[config.mk]
export PLATFORM = sky130hd
export DESIGN_NAME = bus_arbiter_flat
export DESIGN_NICKNAME = d
export VERILOG_FILES = /design/src/rtl/bus_pkg.sv /design/src/rtl/bus_arbiter_if.sv /design/src/rtl/rr_arbiter.sv /design/src/rtl/bus_arbiter.sv /design/src/flat_wrapper.sv
export SDC_FILE = /design/constraint.sdc
export NUM_CORES = 1
export LEC_CHECK = 0
export ABC_AREA = 1
export BUFFER_PORTS_ARGS = -buffer_cell sky130_fd_sc_hd__buf_2
export CAP_MARGIN = 10
export CORE_MARGIN = 2
export CORE_UTILIZATION = 40
export CTS_CLUSTER_DIAMETER = 40
export CTS_CLUSTER_SIZE = 16
export DETAILED_ROUTE_END_ITERATION = 12
export PLACE_DENSITY = 0.63
export SLEW_MARGIN = 20
export SYNTH_ARGS = -nofsm -noshare
export SYNTH_HDL_FRONTEND = slang
export SYNTH_SLANG_ARGS = --single-unit
export TNS_END_PERCENT = 10
[constraint.sdc]
create_clock -name clk -period 1.9 [get_ports clk]
set_input_delay 0.38 -clock clk [delete_from_list [all_inputs] [get_ports clk]]
set_output_delay 0.38 -clock clk [all_outputs]
set_load 0.05 [all_outputs]
[src/rtl/bus_pkg.sv]
// Shared types and helpers for the broadcast bus arbiter.
// Contents: FSM state enum, destination-ID width, broadcast ID,
//           and dest_of() to extract the destination ID from a packet word.
package bus_pkg;

  typedef enum logic [1:0] {
    IDLE,
    POP,
    WAIT,
    DELIVER
  } state_e;

  localparam int ID_W = 8;
  localparam logic [ID_W-1:0] BROADCAST_ID = 8'hFF;

  // Widest packet dest_of() accepts; callers zero-extend narrower words.
  localparam int MAX_W = 64;

  // Destination ID is the top ID_W bits of a width-bit packet.
  function automatic logic [ID_W-1:0] dest_of(input logic [MAX_W-1:0] word, input int width);
    return word[width-1 -: ID_W];
  endfunction

endpackage

[src/rtl/bus_arbiter_if.sv]
// Bus between the per-device FIFO array and the arbiter.
// Ports: pndng/d_pop/pop on the source side, full/push/d_push on the
//        destination side; master = arbiter, slave = FIFO array.
interface bus_arbiter_if #(
  parameter int DEVICES = 4,
  parameter int WIDTH   = 16
);

  logic [DEVICES-1:0]            pndng;
  logic [DEVICES-1:0][WIDTH-1:0] d_pop;
  logic [DEVICES-1:0]            pop;
  logic [DEVICES-1:0]            full;
  logic [DEVICES-1:0]            push;
  logic [WIDTH-1:0]              d_push;

  modport master (
    input  pndng, d_pop, full,
    output pop, push, d_push
  );

  modport slave (
    output pndng, d_pop, full,
    input  pop, push, d_push
  );

endinterface

[src/rtl/rr_arbiter.sv]
// Combinational round-robin priority encoder.
// Ports: req (requests), last (previous winner) in; gnt (one-hot),
//        gnt_idx (winner index), any (some request present) out.
module rr_arbiter #(
  parameter int DEVICES = 4,
  localparam int IDX_W  = (DEVICES > 1) ? $clog2(DEVICES) : 1
) (
  input  logic [DEVICES-1:0] req,
  input  logic [IDX_W-1:0]   last,
  output logic [DEVICES-1:0] gnt,
  output logic [IDX_W-1:0]   gnt_idx,
  output logic               any
);

  logic [IDX_W-1:0] idx;

  // Scan starts one past the last winner and wraps, so the last winner
  // is considered only after every other source.
  always_comb begin
    gnt     = '0;
    gnt_idx = '0;
    any     = 1'b0;
    idx     = '0;
    for (int off = 1; off <= DEVICES; off++) begin
      idx = IDX_W'((int'(last) + off) % DEVICES);
      if (!any && req[idx]) begin
        any      = 1'b1;
        gnt[idx] = 1'b1;
        gnt_idx  = idx;
      end
    end
  end

endmodule

[src/rtl/bus_arbiter.sv]
// Round-robin arbiter serialising packets from DEVICES source FIFOs onto one
// broadcast bus; unicast to dest ID, broadcast to all but the source.
// Ports: clk, reset (sync, active-high); bus (master modport); busy,
//        grant_id, drop_cnt (saturating invalid-destination drop count).
module bus_arbiter
  import bus_pkg::*;
#(
  parameter int              DEVICES   = 4,
  parameter int              WIDTH     = 16,
  parameter logic [ID_W-1:0] BROADCAST = BROADCAST_ID,
  localparam int             IDX_W     = (DEVICES > 1) ? $clog2(DEVICES) : 1
) (
  input  logic                clk,
  input  logic                reset,
  bus_arbiter_if.master       bus,
  output logic                busy,
  output logic [3:0]          grant_id,
  output logic [15:0]         drop_cnt
);

  state_e             state;
  logic [IDX_W-1:0]   gnt_q;
  logic [IDX_W-1:0]   last_grant;
  logic [WIDTH-1:0]   pkt;
  logic [DEVICES-1:0] mask;
  logic [DEVICES-1:0] pop_q;
  logic [DEVICES-1:0] push_q;
  logic [WIDTH-1:0]   d_push_q;

  logic [DEVICES-1:0] arb_gnt;
  logic [IDX_W-1:0]   arb_idx;
  logic               arb_any;

  logic [ID_W-1:0]    dest;
  logic [DEVICES-1:0] dest_mask;

  rr_arbiter #(.DEVICES(DEVICES)) u_rr (
    .req     (bus.pndng),
    .last    (last_grant),
    .gnt     (arb_gnt),
    .gnt_idx (arb_idx),
    .any     (arb_any)
  );

  // Target mask for the head word of the granted source; an empty mask
  // marks the packet for dropping.
  always_comb begin
    dest      = dest_of(MAX_W'(bus.d_pop[gnt_q]), WIDTH);
    dest_mask = '0;
    if (int'(dest) < DEVICES) begin
      dest_mask[dest[IDX_W-1:0]] = 1'b1;
    end else if (dest == BROADCAST) begin
      dest_mask        = '1;
      dest_mask[gnt_q] = 1'b0;
    end
  end

  always_ff @(posedge clk) begin
    if (reset) begin
      state      <= IDLE;
      gnt_q      <= '0;
      last_grant <= IDX_W'(DEVICES - 1);
      pkt        <= '0;
      mask       <= '0;
      pop_q      <= '0;
      push_q     <= '0;
      d_push_q   <= '0;
      busy       <= 1'b0;
      drop_cnt   <= '0;
    end else begin
      case (state)
        IDLE: begin
          if (arb_any) begin
            gnt_q <= arb_idx;
            pop_q <= arb_gnt;
            busy  <= 1'b1;
            state <= POP;
          end
        end
        POP: begin
          pop_q <= '0;
          pkt   <= bus.d_pop[gnt_q];
          mask  <= dest_mask;
          state <= WAIT;
        end
        WAIT: begin
          if (mask == '0) begin
            if (drop_cnt != 16'hFFFF) drop_cnt <= drop_cnt + 16'd1;
            // A dropped packet still consumes the source's turn, so a source
            // emitting only bad packets cannot starve the others.
            last_grant <= gnt_q;
            busy       <= 1'b0;
            state      <= IDLE;
          end else if ((mask & bus.full) == '0) begin
            // All targets must have room at once: no partial broadcast.
            push_q   <= mask;
            d_push_q <= pkt;
            state    <= DELIVER;
          end
        end
        DELIVER: begin
          push_q     <= '0;
          last_grant <= gnt_q;
          busy       <= 1'b0;
          state      <= IDLE;
        end
        default: state <= IDLE;
      endcase
    end
  end

  assign bus.pop    = pop_q;
  assign bus.push   = push_q;
  assign bus.d_push = d_push_q;
  assign grant_id   = 4'(gnt_q);

endmodule

[src/flat_wrapper.sv]
// flat-port wrapper written by rule: the top's interface ports become plain ports
module bus_arbiter_flat import bus_pkg::*;
#(
  parameter int              DEVICES   = 4,
  parameter int              WIDTH     = 16,
  parameter logic [ID_W-1:0] BROADCAST = BROADCAST_ID,
  localparam int             IDX_W     = (DEVICES > 1) ? $clog2(DEVICES) : 1
)
  (clk, reset, busy, grant_id, drop_cnt, bus_pndng, bus_d_pop, bus_full, bus_pop, bus_push, bus_d_push);
  bus_arbiter_if #(.DEVICES(DEVICES), .WIDTH(WIDTH)) bus_i ();
  input  logic clk;
  input  logic reset;
  output logic busy;
  output logic [3:0] grant_id;
  output logic [15:0] drop_cnt;
  input wire logic [$bits(bus_i.pndng)-1:0] bus_pndng;
  input wire logic [$bits(bus_i.d_pop)-1:0] bus_d_pop;
  input wire logic [$bits(bus_i.full)-1:0] bus_full;
  output wire logic [$bits(bus_i.pop)-1:0] bus_pop;
  output wire logic [$bits(bus_i.push)-1:0] bus_push;
  output wire logic [$bits(bus_i.d_push)-1:0] bus_d_push;
  assign bus_i.pndng = bus_pndng;
  assign bus_i.d_pop = bus_d_pop;
  assign bus_i.full = bus_full;
  assign bus_pop = bus_i.pop;
  assign bus_push = bus_i.push;
  assign bus_d_push = bus_i.d_push;
  bus_arbiter #(.DEVICES(DEVICES), .WIDTH(WIDTH), .BROADCAST(BROADCAST)) u_core (.clk(clk), .reset(reset), .bus(bus_i), .busy(busy), .grant_id(grant_id), .drop_cnt(drop_cnt));
endmodule
== Word-level counts from Yosys, hierarchy flattened ==
Cells that the tools add are included.
Cells by class
  add/sub/neg operators: 5
  order comparisons: 13
  eq/ne operators: 10
  mux-type cells: 50
  bitwise operators: 6
  reduce and logical (&&, ||, !) cells: 26
Operators with widths (count)
  $mux 4: 9
  $bmux 16 s2: 1
  $lt 2x3->1 const B: 6
  $add 16x1->16 const B: 1
  $mux 1: 16
  $mux 16: 1
  $mux 2: 8
  $ne 16x16->1 const B: 1
  $pmux 4 s2: 2
  $demux 1 s2: 6
  $ge 2x1->1 const B: 6
  $or 4x4->4: 3
  $reduce_and 3->1: 4
  $logic_and 1x1->1: 9
  $bmux 1 s2: 4
  $eq 8x8->1 const B: 1
  $logic_not 4->1: 2
  $lt 8x3->1 const B: 1
  $pmux 2 s4: 1
  $reduce_and 2->1: 4
  $ne 2x1->1 const B: 3
  $add 2x1->2 const B: 2
  $add 2x2->2 const B: 2
  $and 4x4->4: 1
  other kinds (12): 16
Word-level totals
  register bits after elaboration: 67
  input port bits: 74

== Longest topological paths before layout ==
Gate-level depths: netlist (run 1).
  word-level depth: 15
  mapped depth: 11
  mapped depth without buffers: 11

== Hierarchy ==
A second synthesis (run 1) with hierarchy kept.
Second synthesis, totals
  cells, all modules: 591
  area total of the unflattened synthesis: 3977.6 um^2
Modules (own cells, without submodules)
  bus_arbiter: times used 1, cells each 510, area an instance 3442.1 um^2
  rr_arbiter: times used 1, cells each 81, area an instance 535.5 um^2

== Least setup slack after synthesis (run 1) ==
Ideal clock, no wire load.
  path kind: register to register
  start: register u_core.drop_cnt[1]
  end: register u_core.drop_cnt[9]
  setup time: 0.133 ns
  data arrival time: 1.935 ns
  path slack: -0.169 ns
  cell stages (with the launch flop): 12
  period minus slack after synthesis: 2.069 ns
  path through: dfxtp_1 ha_1 nand3_2 nor3_4 nand2_2 nor2_4 nand2_2 nand2_4 inv_2 buf_6 nand2_1 a21oi_2
On the way
  cells in the longest elaborated chain, start to end: 2
  elaborated cells on any way between the ends: 3
  classes of those cells: add/sub: 1; eq/ne: 1; reduce/logical: 1
Ends and longest elaborated chain
  start: declaration: RTL line bus_arbiter.sv:18  | output logic [15:0] drop_cnt
  start signal: assignment: RTL line bus_arbiter.sv:88  | if (drop_cnt != 16'hFFFF) drop_cnt <= drop_cnt + 16'd1;
  parallel branches: the longest is 2 deep, another holds $add 16x1->16
Parallel ways; which one is timed is not known.
A chain may end at the register's enable or synchronous reset.

== Worst setup path after layout (run 1) ==
  start: register u_core.last_grant[0]
  end: register u_core.gnt_q[1]
On the way
  cells in the longest elaborated chain, start to end: 14
  elaborated cells on any way between the ends: 27
  classes of those cells: add/sub: 4; mux: 16; reduce/logical: 7
Ends and longest elaborated chain
  start: declaration: RTL line bus_arbiter.sv:23  | logic [IDX_W-1:0] last_grant;
  start signal: assignment: RTL line bus_arbiter.sv:62  | last_grant <= IDX_W'(DEVICES - 1);
  start signal: assignment: RTL line bus_arbiter.sv:91  | last_grant <= gnt_q;
  start signal: assignment: RTL line bus_arbiter.sv:103  | last_grant <= gnt_q;
  $add 2x1->2: RTL line rr_arbiter.sv:25  | idx = IDX_W'((int'(last) + off) % DEVICES);
  $bmux 1 s2: RTL line rr_arbiter.sv:26  | if (!any && req[idx]) begin
  $mux 1 (implied by the code): RTL line rr_arbiter.sv:26
  $mux 1: RTL line rr_arbiter.sv:26
  $logic_not 1->1: RTL line rr_arbiter.sv:26
  $logic_and 1x1->1: RTL line rr_arbiter.sv:26
  $mux 1: RTL line rr_arbiter.sv:26
  $logic_not 1->1: RTL line rr_arbiter.sv:26
  $logic_and 1x1->1: RTL line rr_arbiter.sv:26
  $mux 1: RTL line rr_arbiter.sv:26
  $logic_not 1->1: RTL line rr_arbiter.sv:26
  $logic_and 1x1->1: RTL line rr_arbiter.sv:26
  $mux 1: RTL line rr_arbiter.sv:26
  $reduce_and 2->1 (no source line)
  end signal: assignment: RTL line bus_arbiter.sv:74  | gnt_q <= arb_idx;
  end: declaration: RTL line bus_arbiter.sv:22  | logic [IDX_W-1:0] gnt_q;
Several ways; a longest one is shown, not always the timed one. The select of a mux whose other input is x is not followed.

==> results.ini, run 1 <==
[global_routing]
grt_first_pass_wirelength_um = 17200
grt_pass1_vias = 3647
grt_overflow_total = 0
grt_antenna_before_repair = 0
grt_max_degree = 47
grtUsageTotal = 0.207

[finish]
antenna_cells = 0
area_delta_synth_final_pct = 26.8
final_core_util = 0.521
fin_area_um2 = 4790
final_cells = 796
drive_above_1_share = 0.280
fin_nets = 763

[power_and_ir_drop]
power_switching_mw = 2.64
leakage_nw = 2.22
swShare = 0.454
pwr-share-clk = 0.201
pwr_density_cell_nw_per_um2 = 1210
peakVddDrop_uv = 626
power_frac_comb = 0.486
power.internal_mw = 3.17
p_seq_frac = 0.312

[synth]
ys_seq_area_frac = 0.355
synth_cells = 553
yosysTopAreaCellShare = 0.355
ys_top_cells_by_count = nand2_1, dfxtp_1, nand3_1
synth_cell_type_count = 37
synth.most_common_cell = nand2_1
synth.avg_cell_area_um2 = 6.83
ys_warn_count = 0
async_reset_ff_frac = 0
ys.flop_type = dfxtp_1
synth_area_leaders = dfxtp_1, nand2_1, nand3_1, a21oi_1, inv_1
synth-seq-cells = 67
syn-cell-area_um2 = 3770
synth_edf_count = 0
netlist.top_cell.by_area = dfxtp_1

[routing]
dr.pass1.iters = 4
wire_per_inst_um = 13.2
finalWirelength_um = 10500
drc = 0
ant_nets = 0
vias = 4045
routed_via_density = 5.08
drtIter0Drc = 190

[clocking]
clk_latency_ns = 0.34
cts_tree = built
path_clk_slew_ns = 0.07
cts_sinks = 67
cts_max_level = 3
clock_path_buffers = 2
root_buffer = clkbuf_8
numCtsBuffers = 9

[timing]
period_needed_ns = 1.75
setup_violations = 0
finalClockSkew_ns = 0.00878
slew_violations = 0
tightest_slew_ns = 0.654
period_share = 0.921
rsz0062_at_grt = true
hold_viol = 0
max_freq_ghz = 0.572
relSlewSlack = 0.564

[worst_hold_path]
holdCritPathClass = in -> reg

[run]
max-cap-violations = 0

[floorplanning]
rows = 35
start_util = 0.410
die_h_um = 101
core_um2 = 9200
pin_count = 119
die_area_um2 = 10200
die_x_um = 101

[status]
outcome = finished clean

[worst_setup_path]
r2r_setup_slack_ns = 0.15
worstPathArrival_ns = 1.98
critPathLaunchType = flop
crit_path_cell_trace = inv_2 -> ha_1 -> inv_1 -> nand3_1 -> nand2_2 -> inv_1 -> nand3_1 -> nand4_1 -> nor2_1 -> nor2_1
end_kind = flop
setup.worst_path.class = reg -> reg
crit_fanout = 6
worst_path_max_delay_cell = dfxtp_1
required_ns = 2.13
worst_path_largest_cell_delay_ns = 0.35

[placement]
place_area_um2 = 4530
place.gp.congestion = 0.845
port_buffers = 116
dp.final_hpwl_um = 7910
placed_cells = 777

[power groups by stage]
stage	sequential, mW	combinational, mW	clock (mW)
after global routing	1.84	3.14	1.26
after global placement	1.83	2.75	0
after floorplan	2.06	1.71	0
after detailed placement	1.83	2.78	0
final	1.81	2.83	1.17
after CTS	1.81	2.79	1.19
[critical path: cells and delay by family (launching register included)]
family	cells	cell delay, ns
adder cells (fa/ha/maj)	1	0.33
flip-flops	1	0.35
buffers and inverters	3	0.26
AND/OR/NAND/NOR	6	0.69
[per-layer routing]
layer,up-vias,global-route usage,share of wire
met4,0,0.0676,0.011
met1,1809,0.294,0.49
met3,8,0.0373,0.056
li1,2090,-,-
met2,138,0.319,0.45
met5,-,0,0
[sequential cells by signal, indices dropped and copies added, names as in the netlist]
signal and count:
u_core.gnt_q 2, u_core.bus.pop 4, u_core.busy 1, u_core.drop_cnt 16, u_core.pkt 16, u_core.bus.push 4, u_core.mask 4, u_core.bus.d_push 16
u_core.last_grant 2, u_core.state 2
[placed cells by master, fill, tap and decap left out, types with 2 or more instances in the layout]
cell / Yosys / final
inv_2: 2 / 2
nand3b_1: 3 / 3
clkinvlp_4: 0 / 2
buf_4: 5 / 24
a21boi_0: 4 / 4
nand3_1: 67 / 67
clkbuf_8: 0 / 9
nor2_1: 38 / 34
a31oi_1: 7 / 7
dfxtp_4: 0 / 2
o21ai_0: 18 / 18
conb_1: 1 / 2
a21oi_1: 44 / 44
nor2_4: 2 / 2
inv_1: 47 / 47
nand2_1: 148 / 147
buf_2: 5 / 116
nor2_2: 4 / 8
dfxtp_2: 0 / 2
a21oi_2: 7 / 7
nand4_1: 8 / 8
dfxtp_1: 67 / 63
nor3_1: 5 / 5
a22oi_1: 15 / 15
clkinv_2: 0 / 3
xor2_1: 7 / 7
xnor2_1: 3 / 3
nand2_2: 6 / 7
o211ai_1: 7 / 7
ha_1: 9 / 8
[final timing paths]
check,cells past startpoint,start,to
min reg2reg,2,u_core.bus.d_push[6],u_core.bus.d_push[6]
min,3,bus_d_pop[38],u_core.pkt[6]
max,10,u_core.last_grant[0],u_core.gnt_q[1]
max reg2reg,10,u_core.last_grant[0],u_core.gnt_q[1]
[final cells by class]
cell class / count / area [µm²]
clock inverters: 7 / 68.8
flip-flops and latches: 67 / 1350
multi-input cells: 412 / 2140
clock buffers: 9 / 124
repair buffers: 141 / 781
well taps: 111 / 139
inverters: 49 / 184
fillers: 927 / 4410
[per-stage QoR]
stage                     hold slack [ns]  worst slack [ns]  TNS, ns  power, mW
after floorplan                     0.458            0.0474        0       3.78
after global placement              0.447             0.177        0       4.58
after detailed placement            0.452            0.0813        0       4.61
after CTS                           0.311             0.133        0       5.78
after global routing                0.313           -0.0238  -0.0383       6.24
final                               0.321             0.150        0       5.81
[timing repair]
item                       in CTS  in global routing
buffers inserted                0                  3
hold buffers                    0                  0
setup endpoints to repair       0                 24
gates resized for setup         0                 10
hold endpoints to repair        0                  0
[kinds of logic (layout without fill, tap and decap cells)]
kind of cell | Yosys count | in the layout | share of synthesized area
XOR/XNOR | 10 | 10 | 0.0232
other | 1 | 2 | 0.000993
AO/OA/AOI/OAI | 104 | 104 | 0.166
adder cells (fa/ha/maj) | 9 | 9 | 0.0298
flip-flops | 67 | 67 | 0.355
buffers and inverters | 75 | 206 | 0.0875
AND/OR/NAND/NOR | 287 | 287 | 0.337
Note: power is estimated with default switching activity, not from simulation.
==> run 2, diff against run 1 <==
--- a/config.mk
+++ b/config.mk
@@ -9,11 +9,10 @@
 export BUFFER_PORTS_ARGS = -buffer_cell sky130_fd_sc_hd__buf_2
 export CAP_MARGIN = 10
 export CORE_MARGIN = 2
-export CORE_UTILIZATION = 40
+export CORE_UTILIZATION = 45
 export CTS_CLUSTER_DIAMETER = 40
-export CTS_CLUSTER_SIZE = 16
 export DETAILED_ROUTE_END_ITERATION = 12
-export PLACE_DENSITY = 0.63
+export PLACE_DENSITY = 0.7
 export SLEW_MARGIN = 20
 export SYNTH_ARGS = -nofsm -noshare
 export SYNTH_HDL_FRONTEND = slang
==> run 2 against run 1 <==
Via count rose by 3.4%. Sequential share of layout area is 0.32 points higher. Total power shrank 0.42%. Largest power group unchanged. Non-clock buffer count shrank 5. Largest cell class unchanged.
==> results.ini, run 2 (synthesis gave the netlist of run 1 again) <==
[status]
outcome = finished clean

[power_and_ir_drop]
power.internal_mw = 3.18
leakage_nw = 2.19
peakVddDrop_uv = 764
power_frac_comb = 0.480
power_switching_mw = 2.61
pwr-share-clk = 0.203
pwr_density_cell_nw_per_um2 = 1230
swShare = 0.451
p_seq_frac = 0.317

[worst_hold_path]
hold_depth = 3
holdCritPathClass = in -> reg

[finish]
antenna_cells = 0
area_delta_synth_final_pct = 24.9
final_core_util = 0.577
drive_above_1_share = 0.272
final_common_cell = nand2_1
final.fill_count = 803
fin_nets = 758
final_cell_mix = nand2_1, buf_2, nand3_1

[clocking]
cts_tree = built
hold_buffers = 0
path_clk_slew_ns = 0.07
clk_latency_ns = 0.34
cts_sinks = 67
cts_max_level = 3
root_buffer = clkbuf_8
numCtsBuffers = 9
clock_path_buffers = 2

[routing]
wire_per_inst_um = 13.3
dr.pass1.iters = 5
drtIter0Drc = 218
routed_via_density = 5.33
drc = 0
vias = 4181
finalWirelength_um = 10500
ant_nets = 0

[worst_setup_path]
crit_fanout = 12
critPathLaunchType = flop
setup.worst_path.class = reg -> reg
reg2regPathDepth = 10
end_kind = flop
required_ns = 2.17
worstPathArrival_ns = 2.06

[placement]
place.gp.congestion = 0.891
dp.final_hpwl_um = 7860
place_ws_ns = 0.0967
port_buffers = 116

[floorplanning]
pin_count = 119
rows = 33
die_h_um = 95.6
die_x_um = 95.6
core_um2 = 8180
start_util = 0.462
die_area_um2 = 9140

[timing]
slew_violations = 0
setup_violations = 0
finalClockSkew_ns = 0.00828
period_needed_ns = 1.79
period_share = 0.943
rsz0062_at_grt = true
max_freq_ghz = 0.558
hold_viol = 0
setup_slack_ns = 0.109
relSlewSlack = 0.622
tightest_slew_ns = 0.566

[global_routing]
grt_pass1_vias = 3751
grt_antenna_before_repair = 0
grt_first_pass_wirelength_um = 17400
grt_overflow_total = 0
grt_max_degree = 47
grtUsageTotal = 0.238

[run]
max-cap-violations = 0

-- run 2: path summary, 6_finish.rpt --
kind,start,endpoint,slack [ns]
worst min-delay path,bus_d_pop[36],u_core.pkt[4],0.32
worst max-delay path,u_core.drop_cnt[0],u_core.drop_cnt[10],0.11
worst max register to register,u_core.drop_cnt[0],u_core.drop_cnt[10],0.11
worst min register to register,u_core.bus.d_push[13],u_core.bus.d_push[13],0.46
-- run 2: layout make-up --
| cell class | instances | area (µm²) | area share |
|---|---|---|---|
| Clock buffer | 12 | 145 | 0.0308 |
| Timing Repair Buffer | 136 | 734 | 0.156 |
| Inverter | 49 | 186 | 0.0395 |
| Sequential cell | 67 | 1350 | 0.285 |
| Clock inverter | 4 | 50.0 | 0.0106 |
| Tap cell | 105 | 131 | 0.0279 |
| Multi-Input combinational cell | 412 | 2120 | 0.450 |
-- run 2: metal layers --
layer / up-vias / track usage / routed length (µm)
li1: 2074 / - / -
met5: - / 0 / 0
met1: 1881 / 0.331 / 4790
met3: 14 / 0.0427 / 905
met2: 212 / 0.368 / 4650
met4: 0 / 0.0881 / 140
-- run 2: power groups by stage --
stage	clock (mW)	combinational, mW	sequential (mW)
after floorplan	0	1.71	2.06
after global placement	0	2.66	1.84
after detailed placement	0	2.69	1.85
after CTS	1.19	2.70	1.83
after global routing	1.27	3.08	1.86
final	1.18	2.78	1.83
-- run 2: what timing repair did --
item                       in CTS  in global routing
gates resized for setup         0                  9
buffers inserted                0                  0
setup endpoints to repair       0                 16
-- run 2: stage by stage --
step	cell area, µm²	std cells	power, mW	hold slack, ns	setup TNS, ns
final	4720	785	5.79	0.319	0
after CTS	4690	785	5.72	0.309	0
after global routing	4720	785	6.21	0.326	-0.0425
after detailed placement	4500	769	4.54	0.454	0
after floorplan	3780	554	3.78	0.458	0
after global placement	4500	769	4.51	0.449	0
-- run 2: worst max-delay path: stages, from the launching register on --
cell     delay, ns
dfxtp_2       0.37
ha_1          0.18
nand3_2       0.13
nor3_4        0.21
nand2_2       0.12
nor2_4        0.12
nand2_2       0.07
nand2_4       0.16
buf_6         0.16
nand2_1       0.07
a21oi_2       0.14
==> run 3, diff against run 2 <==
--- a/config.mk
+++ b/config.mk
@@ -12,6 +12,7 @@
 export CORE_UTILIZATION = 45
 export CTS_CLUSTER_DIAMETER = 40
 export DETAILED_ROUTE_END_ITERATION = 12
+export GPL_TIMING_DRIVEN = 0
 export PLACE_DENSITY = 0.7
 export SLEW_MARGIN = 20
 export SYNTH_ARGS = -nofsm -noshare
==> run 3 against run 2 <==
Combinational power is essentially flat. Cell count up 1.0%. Worst hold slack is essentially flat. Sequential power about the same. Utilization increased by 1.1 points. Clock power is 9% higher. Total power rose by 2.6%. Sequential cell count did not move. Global-route usage increased by 0.27 points.
==> results.ini, run 3 (synthesis gave the netlist of run 1 again) <==
[timing]
slew_violations = 0
relSlewSlack = 0.578
max_freq_ghz = 0.562
setup_violations = 0
period_share = 0.936
setup_tns_ns = 0
finalClockSkew_ns = 0.0101
rsz0062_at_grt = false
hold_viol = 0
tightest_slew_ns = 0.633
period_needed_ns = 1.78

[global_routing]
grt_overflow_total = 0
grt_antenna_before_repair = 0
grt_max_degree = 13
use_met2 = 0.385
grt_first_pass_wirelength_um = 17400
grtUsageTotal = 0.241
grt.met1_usage = 0.329
grt_use_met3 = 0.0340
grt_pass1_vias = 3775
busiest_layer = met2

[routing]
ant_nets = 0
wire_per_inst_um = 13.6
dr.pass1.iters = 5
drc = 0
routed_via_density = 5.23
drtIter0Drc = 198
vias = 4151
finalWirelength_um = 10800

[placement]
dp.final_hpwl_um = 8250
port_buffers = 116
place_area_um2 = 4500
place.gp.congestion = 0.872

[power_and_ir_drop]
power_mw = 5.94
power.internal_mw = 3.26
p_seq_frac = 0.314
leakage_nw = 2.19
power_switching_mw = 2.67
power_frac_comb = 0.469
peakVddDrop_uv = 813
swShare = 0.450
pwr-share-clk = 0.217
pwr_density_cell_nw_per_um2 = 1230

[worst_setup_path]
critPathLaunchType = flop
r2r_end = u_core.drop_cnt[15]
r2r_start = u_core.drop_cnt[1]
end_kind = flop
crit_start = u_core.drop_cnt[1]
required_ns = 2.11
r2r_setup_slack_ns = 0.12
setup.worst_path.class = reg -> reg
cp-endpoint = u_core.drop_cnt[15]
worstPathArrival_ns = 1.99
crit_fanout = 10
reg2regPathDepth = 11

[clocking]
clock_path_buffers = 2
cts_sinks = 67
numCtsBuffers = 9
cts_tree = built
root_buffer = clkbuf_8
cts_max_level = 3
clk_latency_ns = 0.34
path_clk_slew_ns = 0.08

[finish]
drive_above_1_share = 0.278
area_delta_synth_final_pct = 27.4
final_cell_mix = nand2_1, buf_2, nand3_1
antenna_cells = 0
final.fill_count = 806
fin_nets = 767
final_common_cell = nand2_1
fin_area_um2 = 4810
final_core_util = 0.588

[worst_hold_path]
worstHoldStart = bus_d_pop[33]
holdCritPathClass = in -> reg

[floorplanning]
rows = 33
die_h_um = 95.6
core_um2 = 8180
start_util = 0.462
die_x_um = 95.6
pin_count = 119
die_area_um2 = 9140

[status]
outcome = finished clean

[run]
max-cap-violations = 0

[run 3: changes by cell type in the layout (fill, tap and decap cells not counted), sizes merged]
cell | before | now
clkbuf | 12 | 22
buf | 136 | 132
bufinv | 1 | 2
clkinv | 1 | 2
[run 3: worst min path at each step]
stage	endpoint	cells past startpoint	slack, ns
floorplan	u_core.bus.d_push[1]	2	0.46
detailed placement	u_core.bus.d_push[8]	2	0.45
CTS	u_core.pkt[2]	3	0.31
finish	u_core.pkt[1]	3	0.32
global route	u_core.pkt[2]	3	0.33
global placement	u_core.bus.push[2]	2	0.45
[run 3: through the flow]
step / hold slack [ns] / instances / setup WS (ns)
2_1_floorplan: 0.458 / 554 / 0.0474
3_3_place_gp: 0.450 / 775 / -0.314
3_5_place_dp: 0.453 / 775 / -0.335
4_1_cts: 0.308 / 791 / 0.0530
5_1_grt: 0.326 / 793 / 0.000435
6_report: 0.319 / 793 / 0.122
[run 3: what timing repair did]
action / in CTS / in global routing
buffers inserted: 1 / 2
resized for setup: 8 / 16
pin swaps: 0 / 0
endpoints found under the setup margin: 6 / 30
hold buffers: 0 / 0
[run 3: worst max-delay path, cell delays in order (launching register included)]
cell and delay (ns):
dfxtp_2 0.39, ha_4 0.16, nand3_4 0.10, nor3_4 0.20
nand2_2 0.12, nor2_4 0.12, nand2_2 0.07, nand2_4 0.13
inv_2 0.07, buf_6 0.14, nand2_1 0.09, a21oi_2 0.06
[run 3: final cells by class]
type                    count  area, µm²  area share
plain buffers              26        153      0.0317
clock buffers               9        124      0.0258
clock inverters             6       90.1      0.0187
inverters                  49        188      0.0390
multi-input cells         412       2160       0.450
flip-flops and latches     67       1360       0.282
well taps                 105        131      0.0273
repair buffers            119        603       0.125
[run 3: power by group through the flow]
stage | Sequential, mW | Combinational, mW | Clock [mW]
3_3_place_gp | 1.88 | 2.59 | 0
2_1_floorplan | 2.06 | 1.71 | 0
3_5_place_dp | 1.88 | 2.61 | 0
6_report | 1.86 | 2.79 | 1.29
5_1_grt | 1.88 | 3.11 | 1.37
4_1_cts | 1.86 | 2.65 | 1.31
[run 3: metal layers]
metal / part of all wire / routed length, µm
met1: 0.47 / 5080
met2: 0.45 / 4860
met3: 0.062 / 665
met4: 0.019 / 201
met5: 0 / 0
